`config.mk`:
```
export PLATFORM = sky130hd
export DESIGN_NAME = backend_cmd_arbiter
export DESIGN_NICKNAME = d
export VERILOG_FILES = /design/src/rtl/backend_cmd_arbiter.sv
export SDC_FILE = /design/constraint.sdc
export NUM_CORES = 1
export LEC_CHECK = 0
export CAP_MARGIN = 40
export CORE_AREA = 4 4 143 145
export CTS_CLUSTER_DIAMETER = 120
export DETAILED_ROUTE_END_ITERATION = 16
export DIE_AREA = 0 0 147 149
export PLACE_DENSITY = 0.59
export REMOVE_ABC_BUFFERS = 1
export SLEW_MARGIN = 20
export SYNTH_ARGS = -nofsm -noshare
export SYNTH_HDL_FRONTEND = slang
export SYNTH_SLANG_ARGS = --single-unit
```
`constraint.sdc`:
```
create_clock -name Clock -period 3.4 [get_ports Clock]
set_input_delay 0.34 -clock Clock [delete_from_list [all_inputs] [get_ports Clock]]
set_output_delay 0.34 -clock Clock [all_outputs]
set_load 0.02 [all_outputs]
```
`src/rtl/backend_cmd_arbiter.sv`:
```
// Two-requester round-robin arbiter for the ORAM backend. It forwards one command
// and then routes a full block of store or load beats for the granted requester.
module backend_cmd_arbiter #(
  parameter int ORAMU    = 32,
  parameter int ORAML    = 10,
  parameter int ORAMB    = 512,
  parameter int FEDWidth = 32
) (
  input  logic                Clock,
  input  logic                Reset,

  input  logic                Req0CmdValid,
  output logic                Req0CmdReady,
  input  logic [1:0]          Req0Cmd,
  input  logic [ORAMU-1:0]    Req0Addr,
  input  logic [ORAML-1:0]    Req0OldLeaf,
  input  logic [ORAML-1:0]    Req0NewLeaf,
  input  logic                Req0StoreValid,
  output logic                Req0StoreReady,
  input  logic [FEDWidth-1:0] Req0StoreData,
  output logic                Req0LoadValid,
  input  logic                Req0LoadReady,
  output logic [FEDWidth-1:0] Req0LoadData,

  input  logic                Req1CmdValid,
  output logic                Req1CmdReady,
  input  logic [1:0]          Req1Cmd,
  input  logic [ORAMU-1:0]    Req1Addr,
  input  logic [ORAML-1:0]    Req1OldLeaf,
  input  logic [ORAML-1:0]    Req1NewLeaf,
  input  logic                Req1StoreValid,
  output logic                Req1StoreReady,
  input  logic [FEDWidth-1:0] Req1StoreData,
  output logic                Req1LoadValid,
  input  logic                Req1LoadReady,
  output logic [FEDWidth-1:0] Req1LoadData,

  output logic                CmdOutValid,
  input  logic                CmdOutReady,
  output logic [1:0]          CmdOut,
  output logic [ORAMU-1:0]    AddrOut,
  output logic [ORAML-1:0]    OldLeaf,
  output logic [ORAML-1:0]    NewLeaf,

  output logic                StoreDataValid,
  input  logic                StoreDataReady,
  output logic [FEDWidth-1:0] StoreData,

  input  logic                LoadDataValid,
  output logic                LoadDataReady,
  input  logic [FEDWidth-1:0] LoadData,

  output logic                Owner,
  output logic                Busy,
  output logic                ProtocolError
);

  localparam int Chunks = ORAMB / FEDWidth;
  localparam int BeatW  = (Chunks > 1) ? $clog2(Chunks) : 1;
  localparam logic [BeatW-1:0] LastBeat = BeatW'(Chunks - 1);

  typedef enum logic [1:0] {
    StIdle  = 2'd0,
    StCmd   = 2'd1,
    StStore = 2'd2,
    StLoad  = 2'd3
  } state_t;

  state_t              state;
  logic [BeatW-1:0]    beatCnt;
  logic                lastGrant;
  logic                ownerReg;
  logic                protoErrReg;
  logic [1:0]          cmdReg;
  logic [ORAMU-1:0]    addrReg;
  logic [ORAML-1:0]    oldLeafReg;
  logic [ORAML-1:0]    newLeafReg;

  logic                live;
  logic                grantAny;
  logic                grantSel;
  logic                inStore;
  logic                inLoad;
  logic                ownerStoreValid;
  logic                ownerLoadReady;
  logic                beatFire;

  // Every handshake output is held low while Reset is asserted.
  assign live = Reset;

  // Round-robin: on a tie the requester not granted last time wins.
  assign grantAny = live && (state == StIdle) && (Req0CmdValid || Req1CmdValid);
  assign grantSel = (Req0CmdValid && Req1CmdValid) ? ~lastGrant : Req1CmdValid;

  assign Req0CmdReady = grantAny && !grantSel;
  assign Req1CmdReady = grantAny && grantSel;

  assign CmdOutValid = live && (state == StCmd);
  assign CmdOut      = cmdReg;
  assign AddrOut     = addrReg;
  assign OldLeaf     = oldLeafReg;
  assign NewLeaf     = newLeafReg;

  assign inStore         = live && (state == StStore);
  assign inLoad          = live && (state == StLoad);
  assign ownerStoreValid = ownerReg ? Req1StoreValid : Req0StoreValid;
  assign ownerLoadReady  = ownerReg ? Req1LoadReady  : Req0LoadReady;

  assign StoreDataValid = inStore && ownerStoreValid;
  assign StoreData      = ownerReg ? Req1StoreData : Req0StoreData;
  assign Req0StoreReady = inStore && !ownerReg && StoreDataReady;
  assign Req1StoreReady = inStore &&  ownerReg && StoreDataReady;

  assign LoadDataReady = inLoad && ownerLoadReady;
  assign Req0LoadValid = inLoad && !ownerReg && LoadDataValid;
  assign Req1LoadValid = inLoad &&  ownerReg && LoadDataValid;
  assign Req0LoadData  = LoadData;
  assign Req1LoadData  = LoadData;

  assign beatFire = (StoreDataValid && StoreDataReady) || (inLoad && LoadDataValid && ownerLoadReady);

  assign Owner         = ownerReg;
  assign Busy          = (state != StIdle);
  assign ProtocolError = protoErrReg;

  always_ff @(posedge Clock) begin
    if (!Reset) begin
      state       <= StIdle;
      beatCnt     <= '0;
      lastGrant   <= 1'b1;
      ownerReg    <= 1'b0;
      protoErrReg <= 1'b0;
      cmdReg      <= '0;
      addrReg     <= '0;
      oldLeafReg  <= '0;
      newLeafReg  <= '0;
    end else begin
      // A load beat arriving when nothing is being read is dropped but remembered.
      if (LoadDataValid && (state != StLoad))
        protoErrReg <= 1'b1;

      case (state)
        StIdle: begin
          if (grantAny) begin
            cmdReg     <= grantSel ? Req1Cmd     : Req0Cmd;
            addrReg    <= grantSel ? Req1Addr    : Req0Addr;
            oldLeafReg <= grantSel ? Req1OldLeaf : Req0OldLeaf;
            newLeafReg <= grantSel ? Req1NewLeaf : Req0NewLeaf;
            ownerReg   <= grantSel;
            lastGrant  <= grantSel;
            state      <= StCmd;
          end
        end
        StCmd: begin
          // Read and ReadRmv both have the upper command bit set.
          if (CmdOutReady)
            state <= cmdReg[1] ? StLoad : StStore;
        end
        StStore, StLoad: begin
          if (beatFire) begin
            if (beatCnt == LastBeat) begin
              beatCnt <= '0;
              state   <= StIdle;
            end else begin
              beatCnt <= beatCnt + BeatW'(1);
            end
          end
        end
        default: state <= StIdle;
      endcase
    end
  end

endmodule

```
==> flow_summary.yaml <==
run_status:
  status: "finished, final reports clean"
power_and_ir_drop:
  power_mw: 2.560
  pwr-share-seq_pct: 33.7
  powerDensity_mw_per_mm2: 380.8
  p_switching_mw: 0.7569
  peakVddDrop_mv: 0.2009
  p_int_mw: 1.804
  switching_share_pct: 29.56
  combPwrFrac_pct: 33.8
  cellLeakagePower_nw: 2.979
  pwr-share-clk_pct: 32.5
synth:
  synth_top_cell_area_share_pct: 32.34
  async_reset_ff_share_pct: 0
  syn_area_mm2: 0.003900
  synth_edf_count: 0
  synth_cell_types: 32
  synth_most_common_cell: "buf_4"
  synth_area_leaders: "dfxtp_1 (32%), mux2i_1 (15%), o211a_1 (14%)"
  synthCells: 402
  yosys_warnings: 0
  yosysSeqAreaShare_pct: 32.34
  yosysTopAreaCell: "dfxtp_1"
  synthFlopType: "dfxtp_1"
  synthTopCellsByCount: "buf_4 (68), dfxtp_1 (63), nand2_1 (62)"
  postSynthAreaPerCell_um2: 9.701
  ys_seq_elements: 63
sta:
  rsz0062_at_grt: "false"
  hold_violations: 0
  max_slew_margin_pct: 61.43
  fin_crit_sh_pct: 79.15
  fin_skew_ns: 0.009899
  slew_viol_final: 0
  setup_viol_count_final: 0
  max_freq_ghz: 0.3716
  worst_pin_slew_ns: 0.5777
  worst_slack_ns: 0.7089
  min_period_ns: 2.691
layout:
  fill_cells: 1888
  area_growth_pct: 72.41
  diodes: 0
  finish.net_count: 820
  drive_above_1_share_pct: 9.360
  stdcell_area_mm2: 0.006724
clock_network:
  cts_buffer_depth: 2
  cts_buffers: 9
  postCtsSetupBuffers: 0
  cts_resized: 0
  cts_tree: "built"
  clock_latency_ns: 0.33
  cts.sinks: 63
  ctsHoldBuffers: 0
  htree_levels: 3
  cts-root-buf: "clkbuf_16"
  clk_pin_slew_ns: 0.06
floorplanning:
  start_util_pct: 20.30
  num_io_pins: 377
  core_area_mm2: 0.01921
  die_w_um: 147
  die_area_mm2: 0.02190
  std_cell_rows: 51
  die_h_um: 149
worst_hold_path:
  whs_path_depth: 2
  worstHoldPathType: "flop to flop"
route:
  drt_iter0_drc: 54
  antenna_left: 0
  drc: 0
  vias_per_cell: 4.351
  drt-total-wl_mm: 15.95
  first_pass_iters: 4
  vias: 3803
  wl_per_cell_um: 18.25
placed_design:
  dp_hpwl_mm: 12.93
  pre_cts_slack_ns: 0.9925
  gp_congestion: 0.7785
  placed_cell_area_mm2: 0.006457
  place.port_buffers: 280
setup_path:
  endpoint_kind: "primary output"
  crit_family: "buffers and inverters"
  critPathMaxStageDelay_ns: 0.69
  arrival_ns: 2.35
  crit_type: "flop to primary output"
  crit_path_top_delay_cell: "dfxtp_1"
  cp_cell_sequence: "buf_12 > mux2i_1 > nor3b_1 > clkdlybuf4s50_1"
  start_kind: "flop"
  startpoint: "Owner"
  path_max_fanout: 28
  crit_end: "LoadDataReady"
  r2r_slack_ns: 1.43
  timing.rr.end: "state[0]"
  path_buf_inv: 2
  r2r_start: "Owner"
  cp.depth: 4
  worstPathRequired_ns: 3.06
  r2r_cells: 5
flow_run:
  maxCapViolations: 0
global_route:
  gr-total-overflow: 0
  grt_util_all_layers_pct: 13.81
  antenna_found_initial: 0
  grt_pass1_wl_mm: 22.97
  grt_start_max_net_pins: 109
  grt_pass1_vias: 3926
-- sequential cells by signal, summed over array words and instances (netlist names) --
name,flops
beatCnt,4
OldLeaf,10
CmdOut,2
NewLeaf,10
ProtocolError,1
AddrOut,32
state,2
Owner,1
lastGrant,1
-- worst min path at each step --
stage                        from            end
CTS                 ProtocolError  ProtocolError
floorplan                   Reset      lastGrant
global route           NewLeaf[0]     NewLeaf[0]
detailed placement  ProtocolError  ProtocolError
finish              ProtocolError  ProtocolError
global placement       beatCnt[3]     beatCnt[3]
-- cell type report --
class	count	area (um2)	share of cell area [%]
Clock buffer	10	229.0	3.405
Clock inverter	6	37.54	0.5582
Inverter	2	7.507	0.1116
Multi-Input combinational cell	243	1984	29.51
Sequential cell	63	1261	18.76
Tap cell	265	331.6	4.931
Timing Repair Buffer	285	2873	42.72
-- worst register-to-register path: cells and delay by family, from the launching register on --
kind / cells / cell delay, ns
AOI/OAI and AO/OA: 2 / 0.55
buffers and inverters: 1 / 0.27
muxes: 1 / 0.18
and+or+nand+nor: 1 / 0.18
DFF: 1 / 0.69
-- power by group through the flow --
stage,sequential (mW),combinational (mW),clock [mW]
after floorplan,0.963,0.311,0
after global routing,0.873,0.922,0.910
after CTS,0.864,0.879,0.879
after global placement,0.875,0.870,0
final,0.864,0.865,0.832
after detailed placement,0.879,0.875,0
-- through the flow --
step,utilization (%),cells,TNS [ns],hold slack (ns)
after detailed placement,33.62,858,0,0.4759
after CTS,35.01,874,0,0.4883
final,35.01,874,0,0.4844
after floorplan,-,308,-172.48,0.4118
after global placement,33.62,858,0,0.4640
after global routing,35.01,874,0,0.5076
-- layout by cell type, fill, tap and decap left out, types with 3 or more instances in the layout --
| master | netlist | final |
|---|---|---|
| mux2_2 | 32 | 32 |
| o211a_1 | 54 | 54 |
| clkdlybuf4s50_1 | 0 | 279 |
| clkinv_2 | 0 | 3 |
| dfxtp_1 | 63 | 63 |
| nand2_1 | 62 | 62 |
| clkbuf_16 | 0 | 9 |
| buf_12 | 0 | 3 |
| nor2_1 | 6 | 6 |
| nand4_1 | 3 | 3 |
| clkinvlp_4 | 0 | 3 |
| mux2i_1 | 59 | 59 |
| nor2b_1 | 4 | 4 |
-- cells by family after synthesis --
| kind of cell | count (synthesis) | share of synthesized area, % |
|---|---|---|
| buf+inv | 96 | 17.20 |
| compound gates | 65 | 16.27 |
| fa+ha+maj | 1 | 0.3208 |
| simple gates | 86 | 9.496 |
| mux | 91 | 24.38 |
| flops | 63 | 32.34 |
-- per-layer routing --
layer / share of wire (%) / GRT usage (%) / vias up
met3: 17 / 10.85 / 22
met4: 1.3 / 3.635 / 2
met5: 0.39 / 3.409 / -
met2: 43 / 20.93 / 285
met1: 38 / 14.80 / 1727
li1: - / - / 1767
Note: power is estimated with default switching activity, not from simulation.
